==> src/rtl/stopwatch_time_counter.sv <==
// Stopwatch time counter: MM:SS.cc BCD counter fed by the divided 100 Hz tick, with lap hold and clear.
// Latency: a tick_in rise sampled at edge N appears on the digit outputs after edge N+1; lap/clear likewise.
// Backpressure: none; the block consumes at most one tick rise per 2 clk cycles and never stalls.
//
// Ports:
//   clk, rst (async, active-low)      clock and reset
//   tick_in                           divided square wave; one count per rising edge
//   clear                             one-cycle pulse; zero live and lap values, return to LIVE
//   lap                               one-cycle pulse; toggle between LIVE and HOLD display
//   cs_*/s_*/m_* [3:0]                displayed digits, BCD, registered
//   lap_active                        high while the held lap value is displayed
//   wrap_pulse                        one-cycle pulse when a rise arrives at 59:59.99
module stopwatch_time_counter #(
    parameter bit HOLD_ON_WRAP = 1'b0    // 0: wrap to 00:00.00, 1: saturate at 59:59.99
) (
    input  logic       clk,
    input  logic       rst,
    input  logic       tick_in,
    input  logic       clear,
    input  logic       lap,
    output logic [3:0] cs_ones,
    output logic [3:0] cs_tens,
    output logic [3:0] s_ones,
    output logic [3:0] s_tens,
    output logic [3:0] m_ones,
    output logic [3:0] m_tens,
    output logic       lap_active,
    output logic       wrap_pulse
);

    typedef enum logic {
        ST_LIVE = 1'b0,
        ST_HOLD = 1'b1
    } state_t;

    // Packed digit order, LSB first: cs_ones, cs_tens, s_ones, s_tens, m_ones, m_tens.
    localparam logic [23:0] TERM_COUNT = 24'h595999;

    state_t      state;
    logic        tick_d;
    logic        seen_low;   // tick_in has been sampled low since reset
    logic        rise;
    logic [23:0] live;
    logic [23:0] live_nx;
    logic [23:0] lap_reg;
    logic        at_term;
    logic        wrap_hit;
    logic        wrap_q;     // wrap detected alongside the live update; delayed to line up with digits

    // One BCD digit step: returns {carry_out, next_digit}. A digit at (or, defensively,
    // beyond) its maximum returns to 0 and carries, so no illegal code can persist.
    function automatic logic [4:0] bcd_step(input logic [3:0] d,
                                            input logic [3:0] dmax,
                                            input logic       cin);
        logic [3:0] q;
        logic       co;
        q  = d;
        co = 1'b0;
        if (cin) begin
            if (d >= dmax) begin
                q  = 4'd0;
                co = 1'b1;
            end else begin
                q = d + 4'd1;
            end
        end
        return {co, q};
    endfunction

    // Without seen_low, a tick_in already high at reset release would look like a
    // fresh rise (tick_d resets to 0) and produce a spurious count.
    assign rise     = tick_in & ~tick_d & seen_low;
    assign at_term  = (live == TERM_COUNT);
    assign wrap_hit = rise & at_term;

    always_comb begin
        logic       carry;
        logic [4:0] st;
        logic [3:0] dmax;
        live_nx = live;
        carry   = rise;
        st      = 5'd0;
        dmax    = 4'd9;
        for (int i = 0; i < 6; i++) begin
            // Seconds tens and minutes tens count 0-5; all other digits 0-9.
            dmax = (i == 3 || i == 5) ? 4'd5 : 4'd9;
            st   = bcd_step(live[i*4 +: 4], dmax, carry);
            live_nx[i*4 +: 4] = st[3:0];
            carry = st[4];
        end
        if (HOLD_ON_WRAP && wrap_hit) begin
            live_nx = live;
        end
    end

    always_ff @(posedge clk or negedge rst) begin
        if (!rst) begin
            state      <= ST_LIVE;
            tick_d     <= 1'b0;
            seen_low   <= 1'b0;
            live       <= '0;
            lap_reg    <= '0;
            wrap_q     <= 1'b0;
            cs_ones    <= 4'd0;
            cs_tens    <= 4'd0;
            s_ones     <= 4'd0;
            s_tens     <= 4'd0;
            m_ones     <= 4'd0;
            m_tens     <= 4'd0;
            lap_active <= 1'b0;
            wrap_pulse <= 1'b0;
        end else begin
            tick_d <= tick_in;
            if (!tick_in) begin
                seen_low <= 1'b1;
            end

            // Clear wins over rise, lap and wrap; the rise it swallows is still
            // consumed by the edge detector so it does not count later.
            if (clear) begin
                live    <= '0;
                lap_reg <= '0;
                state   <= ST_LIVE;
                wrap_q  <= 1'b0;
            end else begin
                live   <= live_nx;
                wrap_q <= wrap_hit;
                if (lap) begin
                    case (state)
                        ST_LIVE: begin
                            // Capture the post-increment value so a lap coincident
                            // with a tick includes that tick.
                            lap_reg <= live_nx;
                            state   <= ST_HOLD;
                        end
                        ST_HOLD: begin
                            state <= ST_LIVE;
                        end
                        default: begin
                            state <= ST_LIVE;
                        end
                    endcase
                end
            end

            // Output stage: one register behind the live/lap state.
            if (state == ST_HOLD) begin
                {m_tens, m_ones, s_tens, s_ones, cs_tens, cs_ones} <= lap_reg;
            end else begin
                {m_tens, m_ones, s_tens, s_ones, cs_tens, cs_ones} <= live;
            end
            lap_active <= (state == ST_HOLD);
            wrap_pulse <= wrap_q;
        end
    end

endmodule

==> config.mk <==
export PLATFORM = sky130hd
export DESIGN_NAME = stopwatch_time_counter
export DESIGN_NICKNAME = d
export VERILOG_FILES = /design/src/rtl/stopwatch_time_counter.sv
export SDC_FILE = /design/constraint.sdc
export NUM_CORES = 1
export LEC_CHECK = 0
export ABC_AREA = 1
export CAP_MARGIN = 20
export CORE_UTILIZATION = 53
export CTS_BUF_LIST = sky130_fd_sc_hd__clkbuf_8
export DETAILED_ROUTE_END_ITERATION = 16
export GPL_TIMING_DRIVEN = 1
export PLACE_DENSITY = 0.74
export RECOVER_POWER = 50
export SKIP_CTS_REPAIR_TIMING = 1
export SLEW_MARGIN = 20
export SYNTH_ARGS = -nofsm -noshare
export SYNTH_HDL_FRONTEND = slang
export SYNTH_SLANG_ARGS = --single-unit
==> constraint.sdc <==
create_clock -name clk -period 2.7 [get_ports clk]
set_input_delay 0.27 -clock clk [delete_from_list [all_inputs] [get_ports clk]]
set_output_delay 0.27 -clock clk [all_outputs]
set_load 0.01 [all_outputs]
==> summary.md, run 1 <==
| Metric | Value |
|---|---|
| Tcrit/Tclk final | `72.8%` |
| Worst Clk Skew | `0.00756 ns` |
| Via density per instance | `5.15` |
| Layout cell share with drive strength beyond 1 | `8.31%` |
| Max Fanout on Critical Path | `10` |
| Pre-CTS WS | `0.592 ns` |
| Most frequently used flop master after synthesis | `sky130_fd_sc_hd__dfrtp_1` |
| Clk pin slew, worst setup/hold paths | `0.08 ns` |
| Insertion delay of the later-clocked pin in the worst-skew pair | `0.35 ns` |
| Synth Instances | `393` |
| Die boundary height | `83.6 um` |
| P&R area growth vs syn | `18.3%` |
| Worst-case reg-to-reg path depth | `12` |
| Count of nets after finishing | `451` |
| Most common library cells after synthesis | `125 x sky130_fd_sc_hd__nand2_1, 78 x sky130_fd_sc_hd__dfrtp_1, 38 x sky130_fd_sc_hd__inv_1` |
| Min setup slack post-route | `0.735 ns` |
| Crit start category | `flop` |
| Unrepaired setup endpoints after global routing | `no` |
| Worst path arrival time | `2.21 ns` |
| First-pass iteration count of the detailed router | `4` |
| Clock tree from TritonCTS | `done` |
| Critical Path Max Stage Delay | `0.42 ns` |
| Distinct cell type count of the synthesized netlist | `30` |
| Pwr dens | `557 nW/um^2` |
| Antenna Nets Post-Route | `0` |
| Time the final worst path needs with I/O delays and setup | `1.96 ns` |
| Sequential area share after synthesis | `55.3%` |
| Met2 layer wire length in the routed design | `3.22 mm` |
| Cell taking the most area after synthesis | `sky130_fd_sc_hd__dfrtp_1` |
| Main area contributors after synthesis | `sky130_fd_sc_hd__dfrtp_1 55%, sky130_fd_sc_hd__nand2_1 13%, sky130_fd_sc_hd__ha_1 6.4%, sky130_fd_sc_hd__inv_1 4.0%, sky130_fd_sc_hd__o21ai_0 4.0%` |
| Register bit count reported by yosys | `78` |
| Worst r2r src | `live[0]$_DFF_PN0_` |
| Die ar. | `6990 sq um` |
| Sort of element at the end of the critical path | `flop` |
| Share of flip-flops with an asynchronous set or reset after synthesis | `100%` |
| Worst min-delay path class | `flop to flop` |
| Relative max-transition margin | `-1.42%` |
| Met3 WL | `217 um` |
| # rows | `29` |
| Cell type of the slowest stage on the worst timing path | `sky130_fd_sc_hd__dfrtp_1` |
| Endpoints failing setup | `0` |
| Number of flops mapped to enable cells by yosys | `0` |
| Fill count | `503` |
| Clock sinks | `78` |
| Worst VDD drop | `347 uV` |
| GRT Util Overall | `21.8%` |
| Net Count, Synth | `416` |
| Global-route wire length before repair | `11.9 mm` |
| Number of input and output port buffers inserted | `30` |
| Cell area after synthesis | `3530 sq um` |
| Root buffer cell | `sky130_fd_sc_hd__clkbuf_8` |
| Number of global-route vias before repair | `2572` |
| Core Area | `6390 sq um` |
| Total gr overflow | `0` |
| Type of the worst setup path | `flop to flop` |
| Buffer depth of the longest clock path | `2` |
| Tightest Pin Transition | `1.52 ns` |
| Number of cells traversed by the worst hold path | `0` |
| Setup Total Neg Slack | `0 ns` |
| Violated checks | `capacitance limit, slew limit` |
| Maximum number of pins on one net before global-route repair | `79` |
| Top cell type's share of synthesized area | `55.3%` |
| Met1 layer wirelength in the final routing | `3.30 mm` |
| FF+latch area | `1950 sq um` |
| IO Pins | `31` |
| Setup slack of the worst register-to-register path | `0.74 ns` |
| Total vias in the final route | `2627` |
| End point of the worst hold path | `wrap_pulse$_DFF_PN0_` |
| HPWL after detailed placement | `4.45 mm` |
| Top-count cell post-synth | `sky130_fd_sc_hd__nand2_1` |
| Mean instance size in the synthesized netlist | `8.99 sq um` |
| Top sig layer | `met4` |
| Antenna violations before repair | `0` |
| Startpoint of the worst hold path | `wrap_q$_DFF_PN0_` |
| Initial standard-cell utilization of the core | `55.3%` |
| Worst setup path start | `live[0]$_DFF_PN0_` |
| Average wire per standard cell | `13.4 um` |
| Crit path top cell by count | `sky130_fd_sc_hd__nand2_1` |
| Reg-to-reg critical path endpoint | `lap_reg[17]$_DFFE_PN0P_` |
| Top achievable clock speed | `0.509 GHz` |
| Width of the chip | `83.6 um` |
| ANT cells | `0` |
| Final slew viol count | `27` |
| TritonCTS Buffers | `9` |
| Combined area of the multi-input logic cells | `1380 sq um` |
| Total DRC errors in the routed layout | `0` |
| Cell-by-cell listing of the critical path | `inv_1, ha_1, nand2_1, nor2_1, nor2_4, nand3_4, nor2_8, nor2_2, nand2_1, nand2_1, nand2_1, nand2_1` |
| Total count of hold-check failures in the final report | `0` |
| Total wire length after detailed routing | `6.82 mm` |
| Initial DRC count | `214` |
| Required time reported for the critical path endpoint | `2.94 ns` |
| Leakage power summed over all cells | `2.08 nW` |
| Weighted congestion at the end of routability-driven global placement | `0.845` |
| Result of the run | `complete, but fails checks` |
| Yosys synthesis warning count | `0` |
| Number of H-tree branching levels | `3` |
| Maximum Capacitance Violations | `1` |
==> how the worst max path moves through the flow <==
stage                         endpoint  slack [ns]  cells past startpoint
6_report       lap_reg[17]$_DFFE_PN0P_        0.74                     12
4_1_cts        lap_reg[17]$_DFFE_PN0P_        0.72                     12
3_3_place_gp   lap_reg[21]$_DFFE_PN0P_        0.67                     10
5_1_grt        lap_reg[17]$_DFFE_PN0P_        0.56                     12
2_1_floorplan  lap_reg[17]$_DFFE_PN0P_        1.06                     12
3_5_place_dp   lap_reg[20]$_DFFE_PN0P_        0.59                     10
==> layer usage <==
metal	GRT usage, %	up-vias
met5	0	-
met4	7.55	0
met3	5.34	7
met2	33.6	38
met1	30.4	1253
li1	-	1329
==> kinds of logic (layout without fill, tap and decap cells) <==
logic type	after synthesis	after routing	synth area share [%]
and+or+nand+nor	191	191	24.5
DFF	78	78	55.3
buffers and inverters	54	94	5.77
AOI/OAI and AO/OA	49	49	7.33
adders and majority gates	18	18	6.38
xor gates and xnor gates	3	3	0.744
==> final cells by class <==
class / count / share of cell area (%)
Inverter: 43 / 3.86
Timing Repair Buffer: 35 / 8.48
Tap cell: 77 / 2.31
Clock buffer: 9 / 2.96
Sequential cell: 78 / 46.7
Clock inverter: 7 / 2.73
Multi-Input combinational cell: 261 / 32.9
==> report_power, final <==
group,leakage (nW),internal (mW),total (mW),switching [mW]
clock,0.117,0.608,1.03,0.418
combinational,0.880,0.0302,0.116,0.0854
sequential,1.08,1.18,1.18,0.00599
total,2.08,1.82,2.33,0.510
==> metrics by stage <==
| step | utilization, % | cell area, sq um | power, mW | instances | hold WS (ns) |
|---|---|---|---|---|---|
| 2_1_floorplan | - | 3530 | 1.26 | 393 | -0.0256 |
| 3_3_place_gp | 61.2 | 3910 | 1.32 | 492 | 0.334 |
| 3_5_place_dp | 61.2 | 3910 | 1.32 | 492 | 0.341 |
| 4_1_cts | 64.9 | 4140 | 2.34 | 508 | 0.106 |
| 5_1_grt | 65.4 | 4180 | 2.41 | 510 | 0.373 |
| 6_report | 65.4 | 4180 | 2.33 | 510 | 0.356 |
==> cell usage in the layout (no fill, tap or decap), types with 2 or more instances in the layout <==
| cell type | instances |
|---|---|
| sky130_fd_sc_hd__a21oi_1 | 10 |
| sky130_fd_sc_hd__dlygate4sd3_1 | 2 |
| sky130_fd_sc_hd__nor2_4 | 3 |
| sky130_fd_sc_hd__dfrtp_1 | 78 |
| sky130_fd_sc_hd__inv_2 | 4 |
| sky130_fd_sc_hd__clkdlybuf4s50_1 | 28 |
| sky130_fd_sc_hd__nor2_1 | 20 |
| sky130_fd_sc_hd__inv_1 | 39 |
| sky130_fd_sc_hd__nand3_2 | 3 |
| sky130_fd_sc_hd__ha_1 | 18 |
| sky130_fd_sc_hd__nor4_1 | 2 |
| sky130_fd_sc_hd__nor3_1 | 4 |
| sky130_fd_sc_hd__clkbuf_8 | 9 |
| sky130_fd_sc_hd__buf_4 | 3 |
| sky130_fd_sc_hd__nand4_1 | 14 |
| sky130_fd_sc_hd__xor2_1 | 2 |
| sky130_fd_sc_hd__clkinvlp_4 | 2 |
| sky130_fd_sc_hd__bufinv_16 | 3 |
| sky130_fd_sc_hd__a21oi_2 | 2 |
| sky130_fd_sc_hd__o21ai_0 | 28 |
| sky130_fd_sc_hd__nand2_1 | 125 |
| sky130_fd_sc_hd__nand3_1 | 15 |
| sky130_fd_sc_hd__o21ai_1 | 6 |
==> worst max-delay path: cells and delay by family (launching register included) <==
kind,cells,cell delay (ns)
adder cells (fa/ha/maj),1,0.23
AND/OR/NAND/NOR,10,1.11
flip-flops,1,0.42
buffers and inverters,1,0.10
Note: power is estimated with default switching activity, not from simulation.
==> run 2, diff against run 1 <==
==> constraint.sdc (replaced) <==
create_clock -name clk -period 2.1 [get_ports clk]
set_input_delay 0.21 -clock clk [delete_from_list [all_inputs] [get_ports clk]]
set_output_delay 0.21 -clock clk [all_outputs]
set_load 0.01 [all_outputs]
==> run 2 against run 1 <==
  * The flow now finishes without violations
  * Worst setup slack lost 0.54 ns
  * Largest cell class unchanged
  * Final cell count grew 1.2%
  * Worst hold slack gained 0.00098 ns
  * Fmax grew 3.2%
  * Register-to-register slack lost 0.54 ns
  * Critical path depth shrank 1
  * Sequential power grew 29%
==> summary.md, run 2 (synthesized netlist as in run 1, its figures left out) <==
| Metric | Value |
|---|---|
| Global-route wire length before repair | `12.3 mm` |
| Top delay family on crit path | `simple AND/OR/NAND/NOR gates` |
| # rows | `29` |
| TritonCTS Buffers | `9` |
| Initial DRC count | `104` |
| Clock sinks | `78` |
| Crit start category | `flop` |
| Time the final worst path needs with I/O delays and setup | `1.90 ns` |
| Initial standard-cell utilization of the core | `55.3%` |
| Required time reported for the critical path endpoint | `2.34 ns` |
| Cell-by-cell listing of the critical path | `inv_1, ha_1, nor2_1, a21oi_2, nand3_4, nor2_8, nor2_2, nand2_1, nand2_1, nand2_1, nand2_1` |
| Maximum number of pins on one net before global-route repair | `51` |
| Via density per instance | `5.15` |
| Worst path arrival time | `2.15 ns` |
| Worst-case reg-to-reg path depth | `11` |
| Die ar. | `6990 sq um` |
| Weighted congestion at the end of routability-driven global placement | `0.860` |
| Insertion delay of the later-clocked pin in the worst-skew pair | `0.35 ns` |
| Buffer depth of the longest clock path | `2` |
| Total count of hold-check failures in the final report | `0` |
| Core Area | `6390 sq um` |
| Width of the chip | `83.6 um` |
| Worst Clk Skew | `0.00887 ns` |
| Total gr overflow | `0` |
| Worst min-delay path class | `flop to flop` |
| Result of the run | `completed` |
| Antenna Nets Post-Route | `0` |
| Worst VDD drop | `432 uV` |
| Cell type of the slowest stage on the worst timing path | `sky130_fd_sc_hd__dfrtp_1` |
| Clock tree from TritonCTS | `done` |
| Max Fanout on Critical Path | `10` |
| Crit path top cell by count | `sky130_fd_sc_hd__nand2_1` |
| Sort of element at the end of the critical path | `flop` |
| IO Pins | `31` |
| Worst r2r src | `live[9]$_DFF_PN0_` |
| Number of input and output port buffers inserted | `30` |
| End point of the worst hold path | `wrap_pulse$_DFF_PN0_` |
| P&R area growth vs syn | `17.9%` |
| Tightest Pin Transition | `0.897 ns` |
| Unrepaired setup endpoints after global routing | `no` |
| Root buffer cell | `sky130_fd_sc_hd__clkbuf_8` |
| Tcrit/Tclk final | `90.7%` |
| Total vias in the final route | `2655` |
| HPWL after detailed placement | `4.81 mm` |
| Average wire per standard cell | `13.4 um` |
| Total wire length after detailed routing | `6.89 mm` |
| Layout cell share with drive strength beyond 1 | `9.79%` |
| Count of nets after finishing | `457` |
| Setup slack of the worst register-to-register path | `0.20 ns` |
| Total DRC errors in the routed layout | `0` |
| Count of buffering cells on the critical path with inverters included | `1` |
| Maximum Capacitance Violations | `0` |
| Commonest non-fill, non-tap cells in the layout | `125 x sky130_fd_sc_hd__nand2_1, 78 x sky130_fd_sc_hd__dfrtp_1, 39 x sky130_fd_sc_hd__inv_1` |
| Antenna violations before repair | `0` |
| First-pass iteration count of the detailed router | `4` |
| Fraction of the core area covered by cells at the end of the flow | `65.2%` |
| Startpoint of the worst hold path | `wrap_q$_DFF_PN0_` |
| Setup Total Neg Slack | `0 ns` |
| Number of global-route vias before repair | `2695` |
| Final slew viol count | `0` |
| Critical Path Max Stage Delay | `0.41 ns` |
| Worst setup path start | `live[9]$_DFF_PN0_` |
| Number of H-tree branching levels | `3` |
| Most common cell after layout, fill and taps aside | `sky130_fd_sc_hd__nand2_1` |
| Type of the worst setup path | `flop to flop` |
| Leakage power summed over all cells | `2.09 nW` |
| Clk pin slew, worst setup/hold paths | `0.07 ns` |
| ANT cells | `0` |
| Endpoints failing setup | `0` |
| Relative max-transition margin | `40.2%` |
| Reg-to-reg critical path endpoint | `lap_reg[17]$_DFFE_PN0P_` |
| Fill count | `512` |
| Number of cells traversed by the worst hold path | `0` |
| Die boundary height | `83.6 um` |
| Pwr dens | `672 nW/um^2` |
| GRT Util Overall | `22.3%` |
| Top achievable clock speed | `0.525 GHz` |
[run 2: cell types whose count changed in the layout (fill, tap and decap cells not counted), moves of 2 or more]
cell and change:
sky130_fd_sc_hd__buf_4 +5, sky130_fd_sc_hd__bufinv_16 -2, sky130_fd_sc_hd__clkbuf_2 +2, sky130_fd_sc_hd__clkbuf_8 +2
sky130_fd_sc_hd__clkinv_2 +2, sky130_fd_sc_hd__clkinvlp_4 -2
[run 2: worst max path at each step]
stage | endpoint | depth (start not counted)
after floorplan | lap_reg[17]$_DFFE_PN0P_ | 12
after global placement | lap_reg[21]$_DFFE_PN0P_ | 10
after detailed placement | lap_reg[23]$_DFFE_PN0P_ | 10
after CTS | lap_reg[17]$_DFFE_PN0P_ | 11
after global routing | lap_reg[17]$_DFFE_PN0P_ | 11
final | lap_reg[17]$_DFFE_PN0P_ | 11
[run 2: stage by stage]
| step | power, mW | hold WS (ns) | area (sq um) | worst slack (ns) | std cells |
|---|---|---|---|---|---|
| global placement | 1.71 | 0.173 | 3970 | 0.208 | 499 |
| finish | 2.80 | 0.357 | 4160 | 0.196 | 516 |
| detailed placement | 1.71 | 0.176 | 3970 | 0.165 | 499 |
| global route | 2.90 | 0.367 | 4160 | 0.0229 | 516 |
| floorplan | 1.62 | -0.0856 | 3530 | 0.462 | 393 |
| CTS | 2.83 | -0.207 | 4170 | 0.213 | 515 |
[run 2: layer usage]
metal	track usage, %	part of all wire [%]	wire, um
met1	30.0	48	3330
met2	34.4	46	3170
met3	4.25	3.4	236
met4	12.0	2.2	155
met5	0	0	0
[run 2: worst reg2reg max path, cell delays in order, from the launching register on]
cell and delay (ns):
sky130_fd_sc_hd__dfrtp_1 0.41, sky130_fd_sc_hd__inv_1 0.13, sky130_fd_sc_hd__ha_1 0.20, sky130_fd_sc_hd__nor2_1 0.06, sky130_fd_sc_hd__a21oi_2 0.28, sky130_fd_sc_hd__nand3_4 0.19
sky130_fd_sc_hd__nor2_8 0.21, sky130_fd_sc_hd__nor2_2 0.09, sky130_fd_sc_hd__nand2_1 0.07, sky130_fd_sc_hd__nand2_1 0.06, sky130_fd_sc_hd__nand2_1 0.05, sky130_fd_sc_hd__nand2_1 0.05
[run 2: area by class of cell]
type / count / area, sq um / area share, %
clock inverters: 5 / 48.8 / 1.17
well taps: 77 / 96.3 / 2.31
inverters: 43 / 161 / 3.88
multi-input cells: 261 / 1380 / 33.1
clock buffers: 11 / 151 / 3.64
repair buffers: 41 / 378 / 9.07
flip-flops and latches: 78 / 1950 / 46.9
[run 2: report_power, final]
group / total [mW] / internal, mW / switching [mW]
Combinational: 0.149 / 0.0404 / 0.109
Sequential: 1.52 / 1.51 / 0.00793
Clock: 1.13 / 0.604 / 0.523
Total: 2.80 / 2.16 / 0.639
